**src/rtl/keccak_pkg.sv**
```systemverilog
// rtl/keccak_pkg.sv - shared keccak constants, mode encodings, feeder states and tail-mask helper
package keccak_pkg;

  localparam int KECCAK_W   = 64;
  localparam int MAX_IBYTES = 1568;
  localparam int MAX_OBYTES = 784;

  typedef enum logic [1:0] {
    MODE_SHA3_256 = 2'd0,
    MODE_SHA3_512 = 2'd1,
    MODE_SHAKE128 = 2'd2,
    MODE_SHAKE256 = 2'd3
  } keccak_mode_t;

  typedef enum logic [1:0] {
    ST_IDLE,
    ST_FEED,
    ST_WAIT_DONE
  } feeder_state_t;

  // Keeps the first tb message bytes (MSB-first) of the final word; tb==0 keeps all 8.
  function automatic logic [KECCAK_W-1:0] tail_mask(input logic [2:0] tb);
    logic [KECCAK_W-1:0] ones;
    ones = '1;
    return (tb == 3'd0) ? ones : ~(ones >> {tb, 3'b000});
  endfunction

endpackage

```
**src/rtl/keccak_word_fifo.sv**
```systemverilog
// rtl/keccak_word_fifo.sv - small synchronous FIFO holding stream words plus their last flag
module keccak_word_fifo #(
  parameter int DEPTH = 2,
  parameter int WIDTH = 65,
  localparam int CW = $clog2(DEPTH + 1),
  localparam int PW = (DEPTH > 1) ? $clog2(DEPTH) : 1
) (
  input  logic             clk,
  input  logic             rstn,
  input  logic             push,
  input  logic [WIDTH-1:0] push_data,
  input  logic             pop,
  output logic [WIDTH-1:0] head,
  output logic [CW-1:0]    count,
  output logic             empty
);

  logic [WIDTH-1:0] mem [DEPTH];
  logic [PW-1:0]    wr_ptr, rd_ptr;

  assign head  = mem[rd_ptr];
  assign empty = (count == '0);

  always_ff @(posedge clk) begin
    if (!rstn) begin
      wr_ptr <= '0;
      rd_ptr <= '0;
      count  <= '0;
    end else begin
      if (push) wr_ptr <= (wr_ptr == PW'(DEPTH - 1)) ? '0 : wr_ptr + 1'b1;
      if (pop)  rd_ptr <= (rd_ptr == PW'(DEPTH - 1)) ? '0 : rd_ptr + 1'b1;
      count <= count + CW'(push) - CW'(pop);
    end
  end

  always_ff @(posedge clk) begin
    if (push) mem[wr_ptr] <= push_data;
  end

endmodule

```
**src/rtl/keccak_ibytes_feeder.sv**
```systemverilog
// rtl/keccak_ibytes_feeder.sv - streams a message from word memory to keccak with tail masking
module keccak_ibytes_feeder
  import keccak_pkg::*;
#(
  parameter int DATA_W     = KECCAK_W,
  parameter int MAX_IBYTES = keccak_pkg::MAX_IBYTES,
  parameter int ADDR_W     = 8,
  parameter int FIFO_DEPTH = 2
) (
  input  logic              i_clk,
  input  logic              i_rstn,
  input  logic              i_start,
  input  logic [1:0]        i_mode,
  input  logic [10:0]       i_ibytes_len,
  input  logic [9:0]        i_obytes_len,
  output logic              o_mem_rd,
  output logic [ADDR_W-1:0] o_mem_addr,
  input  logic [DATA_W-1:0] i_mem_rdata,
  output logic [1:0]        o_mode,
  output logic [10:0]       o_ibytes_len,
  output logic [9:0]        o_obytes_len,
  output logic [DATA_W-1:0] o_ibytes,
  output logic              o_ibytes_valid,
  output logic              o_ibytes_last,
  input  logic              i_ibytes_ready,
  input  logic              i_obytes_done,
  output logic              o_busy,
  output logic              o_done,
  output logic              o_err
);

  localparam int CW = $clog2(FIFO_DEPTH + 1);

  feeder_state_t     state, state_n;
  logic [ADDR_W-1:0] rd_cnt, nwords;
  logic              rd_pending, rd_last;
  logic              start_ok, start_bad, finish;
  logic              pop, fifo_empty;
  logic [DATA_W:0]   fifo_head, push_word;
  logic [CW-1:0]     fifo_cnt;
  logic [CW:0]       occupancy;
  logic [11:0]       len_sum;

  assign len_sum        = {1'b0, i_ibytes_len} + 12'd7;
  assign o_busy         = (state != ST_IDLE);
  assign o_ibytes_valid = (state == ST_FEED) && !fifo_empty;
  assign pop            = o_ibytes_valid && i_ibytes_ready;
  assign o_ibytes       = o_ibytes_valid ? fifo_head[DATA_W-1:0] : '0;
  assign o_ibytes_last  = o_ibytes_valid && fifo_head[DATA_W];

  // The slot being popped this cycle is already free for a new read.
  assign occupancy  = (CW+1)'(fifo_cnt) - (CW+1)'(pop) + (CW+1)'(rd_pending);
  assign o_mem_rd   = (state == ST_FEED) && (rd_cnt < nwords) && (occupancy < (CW+1)'(FIFO_DEPTH));
  assign o_mem_addr = rd_cnt;
  assign push_word  = {rd_last, i_mem_rdata & (rd_last ? tail_mask(o_ibytes_len[2:0]) : '1)};

  keccak_word_fifo #(
    .DEPTH (FIFO_DEPTH),
    .WIDTH (DATA_W + 1)
  ) u_fifo (
    .clk       (i_clk),
    .rstn      (i_rstn),
    .push      (rd_pending),
    .push_data (push_word),
    .pop       (pop),
    .head      (fifo_head),
    .count     (fifo_cnt),
    .empty     (fifo_empty)
  );

  always_comb begin
    state_n   = state;
    start_ok  = 1'b0;
    start_bad = 1'b0;
    finish    = 1'b0;
    case (state)
      ST_IDLE: begin
        if (i_start) begin
          if (i_ibytes_len > 11'(MAX_IBYTES)) begin
            start_bad = 1'b1;
          end else begin
            start_ok = 1'b1;
            state_n  = (i_ibytes_len == 11'd0) ? ST_WAIT_DONE : ST_FEED;
          end
        end
      end
      ST_FEED: begin
        if (pop && fifo_head[DATA_W]) state_n = ST_WAIT_DONE;
      end
      ST_WAIT_DONE: begin
        if (i_obytes_done) begin
          state_n = ST_IDLE;
          finish  = 1'b1;
        end
      end
      default: state_n = ST_IDLE;
    endcase
  end

  always_ff @(posedge i_clk) begin
    if (!i_rstn) begin
      state        <= ST_IDLE;
      rd_cnt       <= '0;
      nwords       <= '0;
      rd_pending   <= 1'b0;
      rd_last      <= 1'b0;
      o_mode       <= '0;
      o_ibytes_len <= '0;
      o_obytes_len <= '0;
      o_done       <= 1'b0;
      o_err        <= 1'b0;
    end else begin
      state      <= state_n;
      o_done     <= finish;
      o_err      <= start_bad;
      rd_pending <= o_mem_rd;
      rd_last    <= o_mem_rd && (rd_cnt == nwords - 1'b1);
      if (start_ok) begin
        o_mode       <= i_mode;
        o_ibytes_len <= i_ibytes_len;
        o_obytes_len <= i_obytes_len;
        nwords       <= ADDR_W'(len_sum[11:3]);
        rd_cnt       <= '0;
      end else if (o_mem_rd) begin
        rd_cnt <= rd_cnt + 1'b1;
      end
    end
  end

endmodule

```
**config.mk**
```make
export PLATFORM = sky130hd
export DESIGN_NAME = keccak_ibytes_feeder
export DESIGN_NICKNAME = d
export VERILOG_FILES = /design/src/rtl/keccak_pkg.sv /design/src/rtl/keccak_word_fifo.sv /design/src/rtl/keccak_ibytes_feeder.sv
export SDC_FILE = /design/constraint.sdc
export NUM_CORES = 1
export LEC_CHECK = 0
export ABC_AREA = 1
export CELL_PAD_IN_SITES_DETAIL_PLACEMENT = 0
export CELL_PAD_IN_SITES_GLOBAL_PLACEMENT = 1
export CORE_MARGIN = 2
export CORE_UTILIZATION = 37
export DETAILED_ROUTE_END_ITERATION = 8
export HOLD_SLACK_MARGIN = 0.06
export PLACE_DENSITY = 0.91
export SLEW_MARGIN = 15
export SYNTH_ARGS = -nofsm -noshare
export SYNTH_HDL_FRONTEND = slang
export SYNTH_SLANG_ARGS = --single-unit
```
**constraint.sdc**
```tcl
create_clock -name i_clk -period 4.18 [get_ports i_clk]
set_input_delay 1.045 -clock i_clk [delete_from_list [all_inputs] [get_ports i_clk]]
set_output_delay 1.045 -clock i_clk [all_outputs]
set_load 0.01 [all_outputs]
```
# Word-level counts from Yosys, hierarchy flattened
# Memories as Yosys holds them, arrays and structs flattened. A register that Yosys moved wholly into a read port is not among the register bits.
# Cells that the tools add are included.
[word_totals] mem_count=1 ramBits=130 reg_bits=49 latchBits=0 output_inout_bits=101 in_bits=92 rom_bits=0
[mem_list] name="u_fifo.mem" depth=2 word_bits=65 rd=1 rd_clocked_by_memory_dff=1 wr=1 line="keccak_word_fifo.sv:18" text="logic [WIDTH-1:0] mem [DEPTH];"
[op_classes] n_addsub=9 reduce_logical=17 mul=0 eq_ne=7 muxes=20 n_div=0 n_lt_le_gt_ge=3 n_shift=1 bitwise_logic=3
[ops] op="$mux W64" count=3
[ops] op="$and A64 B64 Y64" count=1
[ops] op="$not A64 Y64" count=1
[ops] op="$shr A64 B6 Y64 const A" count=1
[ops] op="$add A11 B3 Y11 const B" count=1
[ops] op="$gt A11 B11 Y1 const B" count=1
[ops] op="$logic_not A11 Y1" count=1
[ops] op="$mux W1" count=11
[ops] op="$mux W2" count=5
[ops] op="$add A8 B1 Y8 const B" count=1
[ops] op="$eq A8 B8 Y1" count=1
[ops] op="$lt A8 B8 Y1" count=1
[ops] op="$sub A8 B1 Y8 const B" count=1
[ops] op="$logic_and A1 B1 Y1" count=7
[ops] op="$ne A2 B2 Y1 const B" count=3
[ops] op="$pmux W2 S3" count=1
[ops] op="$logic_not A2 Y1" count=2
[ops] op="$reduce_and A4 Y1" count=1
[ops] op="$add A3 B1 Y3" count=1
[ops] op="$logic_not A3 Y1" count=1
[ops] op="$lt A3 B2 Y1 const B" count=1
[ops] op="$reduce_and A3 Y1" count=1
[ops] op="$sub A2 B1 Y3" count=1
[ops] op="$add A1 B1 Y1 const B" count=2
[ops] op="10 further kinds" count=10

# Longest topological paths before layout
# Gate-level depths: netlist of run 1.
[depth] depth_word=9 mapped_depth=18 depth_no_buf=17

# Cells and area by module
# From an unflattened synthesis of run 1, not the netlist that was laid out.
[hier_totals] cells_unflattened=889 hier_area_um2=8658.3
[modules_own_cells] mod="keccak_word_fifo" cells_per_inst=234 n_inst=1 area_each_um2=5117.4 seq_area_each_um2=4003.8
[modules_own_cells] mod="keccak_ibytes_feeder" cells_per_inst=655 n_inst=1 area_each_um2=3540.9 seq_area_each_um2=900.9

# Least setup slack after synthesis of run 1
# OpenSTA, ideal clock, no wires.
[synth_timing] kind="in2out" startpoint="in i_ibytes_ready" endpoint="out o_mem_rd" t_arrival_ns=2.824 cell_stages=12 setup_slack_ns=0.311 required_time_ns=3.135 cell_sequence="nand2_1 -> inv_1 -> ha_1 -> inv_1 -> ha_1 -> fa_1 -> nor2_1 -> nand3_2 -> nor3_4 -> nand2_2 -> buf_6 -> inv_1"
[synth_via] elab_chain_cells=5
[synth_rtl] element="start, declared" line="keccak_ibytes_feeder.sv:25" text="input logic i_ibytes_ready,"
[synth_rtl] element="$logic_and A1 B1 Y1" line="keccak_ibytes_feeder.sv:47" text="assign pop = o_ibytes_valid && i_ibytes_ready;"
[synth_rtl] element="via pop" line="keccak_ibytes_feeder.sv:38" text="logic pop, fifo_empty;"
[synth_rtl] element="$sub A2 B1 Y3" line="keccak_ibytes_feeder.sv:52" text="assign occupancy = (CW+1)'(fifo_cnt) - (CW+1)'(pop) + (CW+1)'(rd_pending);"
[synth_rtl] element="$add A3 B1 Y3" line="keccak_ibytes_feeder.sv:52"
[synth_rtl] element="via occupancy[1]" line="keccak_ibytes_feeder.sv:41" text="logic [CW:0] occupancy;"
[synth_rtl] element="$lt A3 B2 Y1" line="keccak_ibytes_feeder.sv:53" text="assign o_mem_rd = (state == ST_FEED) && (rd_cnt < nwords) && (occupancy < (CW+1)'(FIFO_DEPTH));"
[synth_rtl] element="$logic_and A1 B1 Y1" line="keccak_ibytes_feeder.sv:53"
[synth_rtl] element="end, declared" line="keccak_ibytes_feeder.sv:16" text="output logic o_mem_rd,"
# The timed path passes the listed nets, and every way through them passes these cells.

==> qor.yml, run 1 <==
run_status:
  status: "finished clean"
yosys:
  synth_area_leaders: "edfxtp_1 (49%), nand2_1 (14%), dfxtp_1 (13%), inv_1 (5.0%), a21oi_1 (4.8%)"
  ys.flop_type: "edfxtp_1"
  syn_avg_cell_area_um2: 9.27
  ys_types: 32
  syn_area_mm2: 0.00796
  async_flop_share_pct: 0
  synth_nets: 966
  synth_seq_cells: 180
  yosys.cell_count.top_type: "nand2_1"
  yosys.area.top_type: "edfxtp_1"
  syn_inst: 859
  synth-edff-count: 130
  yosysTopAreaCellShare_pct: 49.0
  ys.warnings.count: 0
  synth_commonest_cells: "nand2_1 (297), edfxtp_1 (130), inv_1 (107), a21oi_1 (76), nor2_1 (73)"
  ys_seq_area_share_pct: 61.6
setup_path:
  crit_path_start_kind: "input pin"
  crit_path_frequent_cell: "buf_4"
  max_stage_delay_ns: 0.14
  rrSetupSlack_ns: 0.08
  crit_path_max_fanout: 2
  crit_slowest_cell: "xor2_2"
  startpoint: "i_ibytes_ready"
  r2r_start: "state[1]$_SDFFE_PN0P_"
  cp-end-kind: "flip-flop"
  critical_path_class: "input pin to flip-flop"
  crit_required_ns: 4.48
  reg2regPathDepth: 31
  crit_arrival_ns: 4.42
detailed_routing:
  route.detailed.drc: 0
  wl_um: 19500
  num_vias: 6333
  routed_via_density: 4.64
  antenna_left: 0
  drtIter0Drc: 328
  wl_per_cell_um: 14.3
  drt_pass1_iterations: 5
hold_path:
  hp-start: "o_obytes_len[9]$_SDFFE_PN0P_"
  holdPathStages: 2
  min_to: "o_obytes_len[9]$_SDFFE_PN0P_"
  hold_path_class: "flip-flop to flip-flop"
place:
  port_buffers: 192
  place_congestion: 0.842
  dp_hpwl_um: 13100
power:
  switchingPower_mw: 1.49
  switching_share_pct: 29.9
  p_leak_nw: 4.50
  pwr-share-comb_pct: 22.7
  seqPwrFrac_pct: 44.7
  p_per_area_mw_per_mm2: 453
  peakVddDrop_uv: 280
  p_int_mw: 3.48
  pwr-share-clk_pct: 32.6
  p_total_mw: 4.97
cts:
  cts_tree: "built"
  clockBufferDepth: 2
  h-tree-depth: 4
  numCtsBuffers: 17
  clock-sinks: 180
  clk_latency_ns: 0.43
  clk_pin_slew_worst_paths_ns: 0.07
  cts_root_buf: "clkbuf_16"
floorplan:
  io_pins: 193
  die_x_um: 151
  die_area_mm2: 0.0227
  core_mm2: 0.0211
  initial_core_util_pct: 37.8
  num_rows: 53
  die_h_um: 151
final_layout:
  nets: 1184
  antenna_cells: 0
  finalCoreUtilization_pct: 52.1
  drive_gt1_share_pct: 8.90
  area_growth_syn_to_layout_pct: 37.9
global_route:
  grt_pass1_vias: 6091
  grt_usage_pct: 17.1
  grt_max_degree: 66
  grt_pass1_wl_um: 30100
  overflow: 0
  antenna_found_initial: 0
timing:
  max_freq_mhz: 243
  slew_violations: 0
  worst_pin_slew_ns: 0.961
  hold_viol: 0
  setup_viol: 0
  finClkSkew_ns: 0.0110
  period_share_pct: 98.6
  slew_headroom_pct: 35.8
  period_minus_slack_ns: 4.12
flow_run:
  drv_cap: 0
-- final cells by class --
type | count | area, um2
sequential | 180 | 4910
timing repair buffer | 228 | 2210
clock buffer | 17 | 425
fill | 1931 | 10100
clock inverter | 15 | 184
tap | 275 | 344
inverter | 110 | 413
multi-input combinational | 540 | 2490
-- power by group through the flow --
stage               registers [mW]  clock network [mW]  logic [mW]
detailed placement            2.26                   0        1.10
finish                        2.22                1.62        1.13
floorplan                     2.27                   0       0.623
global placement              2.25                   0        1.10
global route                  2.24                1.74        1.27
CTS                           2.22                1.66        1.13
-- logic make-up (layout without fill, tap and decap cells) --
group	after synthesis	after routing	share of synthesized area [%]
XOR/XNOR	12	12	1.32
flip-flops	180	180	61.6
buffers and inverters	139	370	7.42
AND/OR/NAND/NOR	422	422	21.4
AO/OA/AOI/OAI	91	91	5.86
adder cells (fa/ha/maj)	15	15	2.45
-- cells in the final DEF, fill, tap and decap left out, types with 2 or more instances in the layout --
cell type and instances:
o21ai_0 10, inv_2 7, inv_6 5, clkdlybuf4s50_1 190
nor2_4 4, ha_1 14, o211ai_1 2, inv_8 4
dfxtp_1 48, xor2_1 9, xnor2_1 2, nor3_1 5
nand3b_1 3, nor2_1 71, clkbuf_16 17, buf_12 2
nand2_1 295, nor2_2 4, edfxtp_1 130, clkinv_8 3
nand2_2 6, a21oi_1 76, buf_4 34, nand3_1 28
inv_1 103
-- per-stage QoR --
stage	setup slack (ns)	area, um2	cells	hold WS [ns]	setup TNS [ns]
floorplan	0.311	7960	859	0.455	0
global placement	-0.463	10200	1308	0.427	-0.463
detailed placement	-0.488	10200	1308	0.434	-0.488
CTS	0.0188	11000	1364	0.449	0
global route	-0.0348	11000	1365	0.463	-0.0677
finish	0.0566	11000	1365	0.447	0
-- layer usage --
metal	wire, um	track usage, %
met5	0	0
met4	338	5.79
met3	1540	4.91
met2	9520	30.0
met1	8110	20.1
-- how the worst max path moves through the flow --
stage,endpoint
floorplan,o_mem_rd
global placement,o_mem_rd
detailed placement,o_mem_rd
CTS,o_mem_rd
global route,u_fifo.rd_ptr$_SDFFE_PN0P_
finish,flip-flop
-- what timing repair did --
action	in CTS	in global routing
cloned	0	0
buffers inserted	24	1
endpoints found under the setup margin	1	3
gates resized for setup	5	12
pin swaps	4	1
hold buffers	0	0
-- critical path, delay by kind of cell --
kind | cells | cell delay (ns)
xor gates and xnor gates | 1 | 0.14
buffers and inverters | 26 | 3.11
and+or+nand+nor | 2 | 0.12
-- state kept, by name, indices dropped and copies added, names as in the netlist, named ones only --
name           cells
rd_pending         1
o_err              1
u_fifo.count       2
u_fifo.mem       130
o_done             1
o_mem_addr         8
o_obytes_len      10
state              2
rd_last            1
o_ibytes_len      11
u_fifo.rd_ptr      1
o_mode             2
u_fifo.wr_ptr      1
nwords             8
Note: power is estimated with default switching activity, not from simulation.
==> inputs of run 2 (changes only) <==
CORE_UTILIZATION = 45   (was 37)
DONT_BUFFER_PORTS = 1   (was unset)
PLACE_DENSITY = 0.88   (was 0.91)
==> run 2 against run 1 <==
Sequential power barely moved. Flip-flop and latch count did not move. Non-clock buffer count fell by 218. Clock skew fell by 0.0017 ns. Die area fell by 17%. Largest cell class unchanged. Largest power group unchanged. Highest routed layer unchanged.
==> qor.yml, run 2 (synthesized netlist as in run 1, its figures left out) <==
detailed_routing:
  wl_um: 17300
  wl_met2_um: 8670
  dr_wl_met3_um: 1520
  wl_per_cell_um: 15.8
  num_vias: 5428
  met1_length_um: 6920
  routed_via_density: 4.95
  drtIter0Drc: 267
  route.detailed.drc: 0
  top_layer: "met4"
  drt_pass1_iterations: 4
  antenna_left: 0
global_route:
  grt_pass1_wl_um: 25900
  antenna_found_initial: 0
  grt_pass1_vias: 5087
  grt_usage_pct: 18.3
  grt_max_degree: 66
  overflow: 0
place:
  dp_hpwl_um: 11900
  place_area_mm2: 0.00815
  place_congestion: 0.798
  port_buffers: 0
  dp_cells: 1065
  pre_cts_ws_ns: 0.451
setup_path:
  crit_path_max_fanout: 4
  crit_required_ns: 3.13
  crit_path_start_kind: "flip-flop"
  cp-end-kind: "output port"
  critical_path_class: "flip-flop to output port"
  crit_arrival_ns: 2.85
cts:
  ctsResizeCount: 0
  numCtsBuffers: 17
  clock-sinks: 180
  post_cts_buffers: 0
  cts_hold_buffers: 0
  cts_root_buf: "clkbuf_16"
  cts_tree: "built"
  clk_latency_ns: 0.42
  clockBufferDepth: 2
  h-tree-depth: 4
  clk_pin_slew_worst_paths_ns: 0.07
final_layout:
  antenna_cells: 0
  mostFrequentLayoutCells: "nand2_1 (297), edfxtp_1 (130), inv_1 (104), a21oi_1 (76), nor2_1 (72)"
  finalCoreUtilization_pct: 50.5
  final_common_cell: "nand2_1"
  top_regs: "u_fifo.mem x130, o_ibytes_len x11, o_obytes_len x10"
  nets: 966
  largest_register: "u_fifo.mem"
  instances_no_fill: 1097
  largest_reg_flops: 130
  fin_area_mm2: 0.00874
  drive_gt1_share_pct: 7.22
  area_growth_syn_to_layout_pct: 9.73
timing:
  slew_violations: 0
  finalSetupTns_ns: 0
  slew_headroom_pct: 34.0
  setup_viol: 0
  worst_pin_slew_ns: 0.988
  layout_setup_ws_ns: 0.287
  hold_viol: 0
  period_share_pct: 93.1
  finClkSkew_ns: 0.00929
  period_minus_slack_ns: 3.89
  grt_setup_unrepaired: "no"
  max_freq_mhz: 257
  fin_hold_ws_ns: 0.493
power:
  p_leak_nw: 3.66
  p_total_mw: 4.60
  p_per_area_mw_per_mm2: 526
  peakVddDrop_uv: 304
floorplan:
  die_area_mm2: 0.0188
  die_h_um: 137
  io_pins: 193
  core_mm2: 0.0173
  die_x_um: 137
  num_rows: 48
  initial_core_util_pct: 46.0
hold_path:
  hold_path_class: "flip-flop to flip-flop"
run_status:
  status: "finished clean"
flow_run:
  drv_cap: 0
run 2: cell types whose count changed in the layout (fill, tap and decap cells not counted), moves of 2 or more:
cell             previous run  this run
nand2_1                   295       297
buf_12                      2         0
nand2_2                     6         4
clkinv_8                    3         1
clkdlybuf4s50_1           190         0
buf_4                      34        10
run 2: power breakdown:
group	total, mW	switching (mW)	internal [mW]
clock	1.58	0.729	0.849
sequential	2.25	0.116	2.13
combinational	0.771	0.544	0.226
run 2: final cells by class:
class / instances / area (um2)
clock inverters: 15 / 161
fillers: 1626 / 8560
repair buffers: 10 / 75.1
multi-input cells: 540 / 2470
flip-flops and latches: 180 / 4910
clock buffers: 17 / 425
well taps: 225 / 282
inverters: 110 / 413
run 2: routing by layer:
metal / vias up / global-route usage [%]
li1: 2753 / -
met3: 15 / 7.04
met1: 2511 / 21.0
met4: 0 / 5.50
met5: - / 0
met2: 149 / 31.5
run 2: final timing paths:
path | start | to | slack [ns] | cells past startpoint
min | o_obytes_len[5]$_SDFFE_PN0P_ | o_obytes_len[5]$_SDFFE_PN0P_ | 0.49 | 2
max | state[1]$_SDFFE_PN0P_ | o_mem_rd | 0.29 | 15
max reg2reg | state[1]$_SDFFE_PN0P_ | rd_last$_SDFF_PN0_ | 1.36 | 18
min reg2reg | o_obytes_len[5]$_SDFFE_PN0P_ | o_obytes_len[5]$_SDFFE_PN0P_ | 0.49 | 2
run 2: worst max-delay path, cell delays in order (launching register included):
cell and delay [ns]:
dfxtp_1 0.41, inv_1 0.11, nand2_1 0.07, nor2_1 0.04, buf_4 0.15, nand2_1 0.09, inv_1 0.05, ha_1 0.26
inv_1 0.04, ha_1 0.18, fa_1 0.45, nor2_1 0.13, nand3_2 0.10, nor3_4 0.15, nand2_2 0.08, inv_1 0.10
==> inputs of run 3 (changes only) <==
CELL_PAD_IN_SITES_DETAIL_PLACEMENT = unset   (was 0)
CELL_PAD_IN_SITES_GLOBAL_PLACEMENT = unset   (was 1)
DONT_BUFFER_PORTS = unset   (was 1)
PLACE_DENSITY = 0.86   (was 0.88)
==> run 3 against run 2 <==
Register-to-register slack lost 1.3 ns. Sequential share of layout area shrank 11 points. Cell area grew 25%. Sequential power is essentially flat. Maximum frequency shrank 5.7%. Count of clock-buffer cells in the layout is the same. First-iteration DRC count grew 69%. Via count grew 23%. Critical endpoint is now u_fifo.rd_ptr$_SDFFE_PN0P_.
==> qor.yml, run 3 (synthesized netlist as in run 1, its figures left out) <==
cts:
  clock-sinks: 180
  clockBufferDepth: 2
  numCtsBuffers: 17
  cts_root_buf: "clkbuf_16"
  cts_tree: "built"
  clk_pin_slew_worst_paths_ns: 0.07
  h-tree-depth: 4
  cts_hold_buffers: 0
  clk_latency_ns: 0.43
setup_path:
  critPathBufInv: 24
  cpLargestDelayFamily: "buffers and inverters"
  crit_path_start_kind: "flip-flop"
  crit_required_ns: 4.49
  crit_slowest_cell: "dfxtp_1"
  cp-end-kind: "flip-flop"
  critical_path_class: "flip-flop to flip-flop"
  max_stage_delay_ns: 0.44
  crit_arrival_ns: 4.44
  crit_path_max_fanout: 4
  crit_path_frequent_cell: "buf_4"
final_layout:
  top_regs: "u_fifo.mem x130, o_ibytes_len x11, o_obytes_len x10"
  antenna_cells: 0
  largest_reg_flops: 130
  instances_no_fill: 1325
  fin_area_mm2: 0.0110
  nets: 1194
  largest_register: "u_fifo.mem"
  final_common_cell: "nand2_1"
  mostFrequentLayoutCells: "nand2_1 (295), clkdlybuf4s50_1 (190), edfxtp_1 (130), inv_1 (103), a21oi_1 (76)"
  finalCoreUtilization_pct: 63.3
  area_growth_syn_to_layout_pct: 37.6
  drive_gt1_share_pct: 10.0
place:
  pre_cts_ws_ns: -0.501
  place_congestion: 0.855
  port_buffers: 192
  dp_hpwl_um: 13300
  dp_cells: 1259
  place_area_mm2: 0.0101
timing:
  max_freq_mhz: 242
  finalSetupTns_ns: 0
  slew_violations: 0
  slew_headroom_pct: 41.0
  period_share_pct: 98.8
  layout_setup_ws_ns: 0.0512
  grt_setup_unrepaired: "yes"
  fin_hold_ws_ns: 0.445
  setup_viol: 0
  hold_viol: 0
  period_minus_slack_ns: 4.13
  finClkSkew_ns: 0.00729
  worst_pin_slew_ns: 0.885
floorplan:
  die_x_um: 137
  io_pins: 193
  core_mm2: 0.0173
  initial_core_util_pct: 46.0
  die_area_mm2: 0.0188
  num_rows: 48
  die_h_um: 137
power:
  p_leak_nw: 4.54
  peakVddDrop_uv: 296
  p_per_area_mw_per_mm2: 461
  p_total_mw: 5.05
detailed_routing:
  num_vias: 6674
  wl_um: 20700
  wl_per_cell_um: 15.6
  routed_via_density: 5.04
  drt_pass1_iterations: 5
  route.detailed.drc: 0
  drtIter0Drc: 451
  antenna_left: 0
hold_path:
  hold_path_class: "flip-flop to flip-flop"
global_route:
  grt_pass1_vias: 6592
  grt_max_degree: 66
  grt_usage_pct: 22.2
  antenna_found_initial: 0
  grt_pass1_wl_um: 31800
  overflow: 0
run_status:
  status: "finished clean"
flow_run:
  drv_cap: 0
==> run 3: where the power goes <==
part           switching, mW  internal, mW
Sequential            0.0937          2.13
Combinational          0.703         0.546
Clock                  0.728         0.848
==> run 3: cell type report <==
type                       instances  area, um2
fill                            1362       6340
sequential                       180       4910
multi-input combinational        540       2500
timing repair buffer             238       2270
clock buffer                      17        425
inverter                         110        413
tap                              225        282
clock inverter                    15        158
==> run 3: per-layer routing <==
| layer | routed length [um] | GRT usage (%) |
|---|---|---|
| met2 | 10200 | 37.5 |
| met3 | 2000 | 7.19 |
| met4 | 851 | 13.1 |
| met5 | 0 | 0 |
| met1 | 7590 | 24.4 |
==> run 3: final timing paths <==
kind / from / endpoint / slack, ns / depth (start not counted)
worst min register to register: o_obytes_len[8]$_SDFFE_PN0P_ / o_obytes_len[8]$_SDFFE_PN0P_ / 0.44 / 2
worst max-delay path: state[0]$_SDFFE_PN0P_ / u_fifo.rd_ptr$_SDFFE_PN0P_ / 0.05 / 29
worst max register to register: state[0]$_SDFFE_PN0P_ / u_fifo.rd_ptr$_SDFFE_PN0P_ / 0.05 / 29
worst min-delay path: o_obytes_len[8]$_SDFFE_PN0P_ / o_obytes_len[8]$_SDFFE_PN0P_ / 0.44 / 2
==> run 3: what timing repair did <==
action	4_1_cts	5_1_grt
pin swaps	5	4
endpoints found under the setup margin	1	13
gates resized for setup	5	13
buffers inserted	35	0
==> run 3: tightest hold or removal path: cells and delay by family (launching register included) <==
family	cells	cell delay [ns]
simple gates	2	0.10
flops	1	0.31
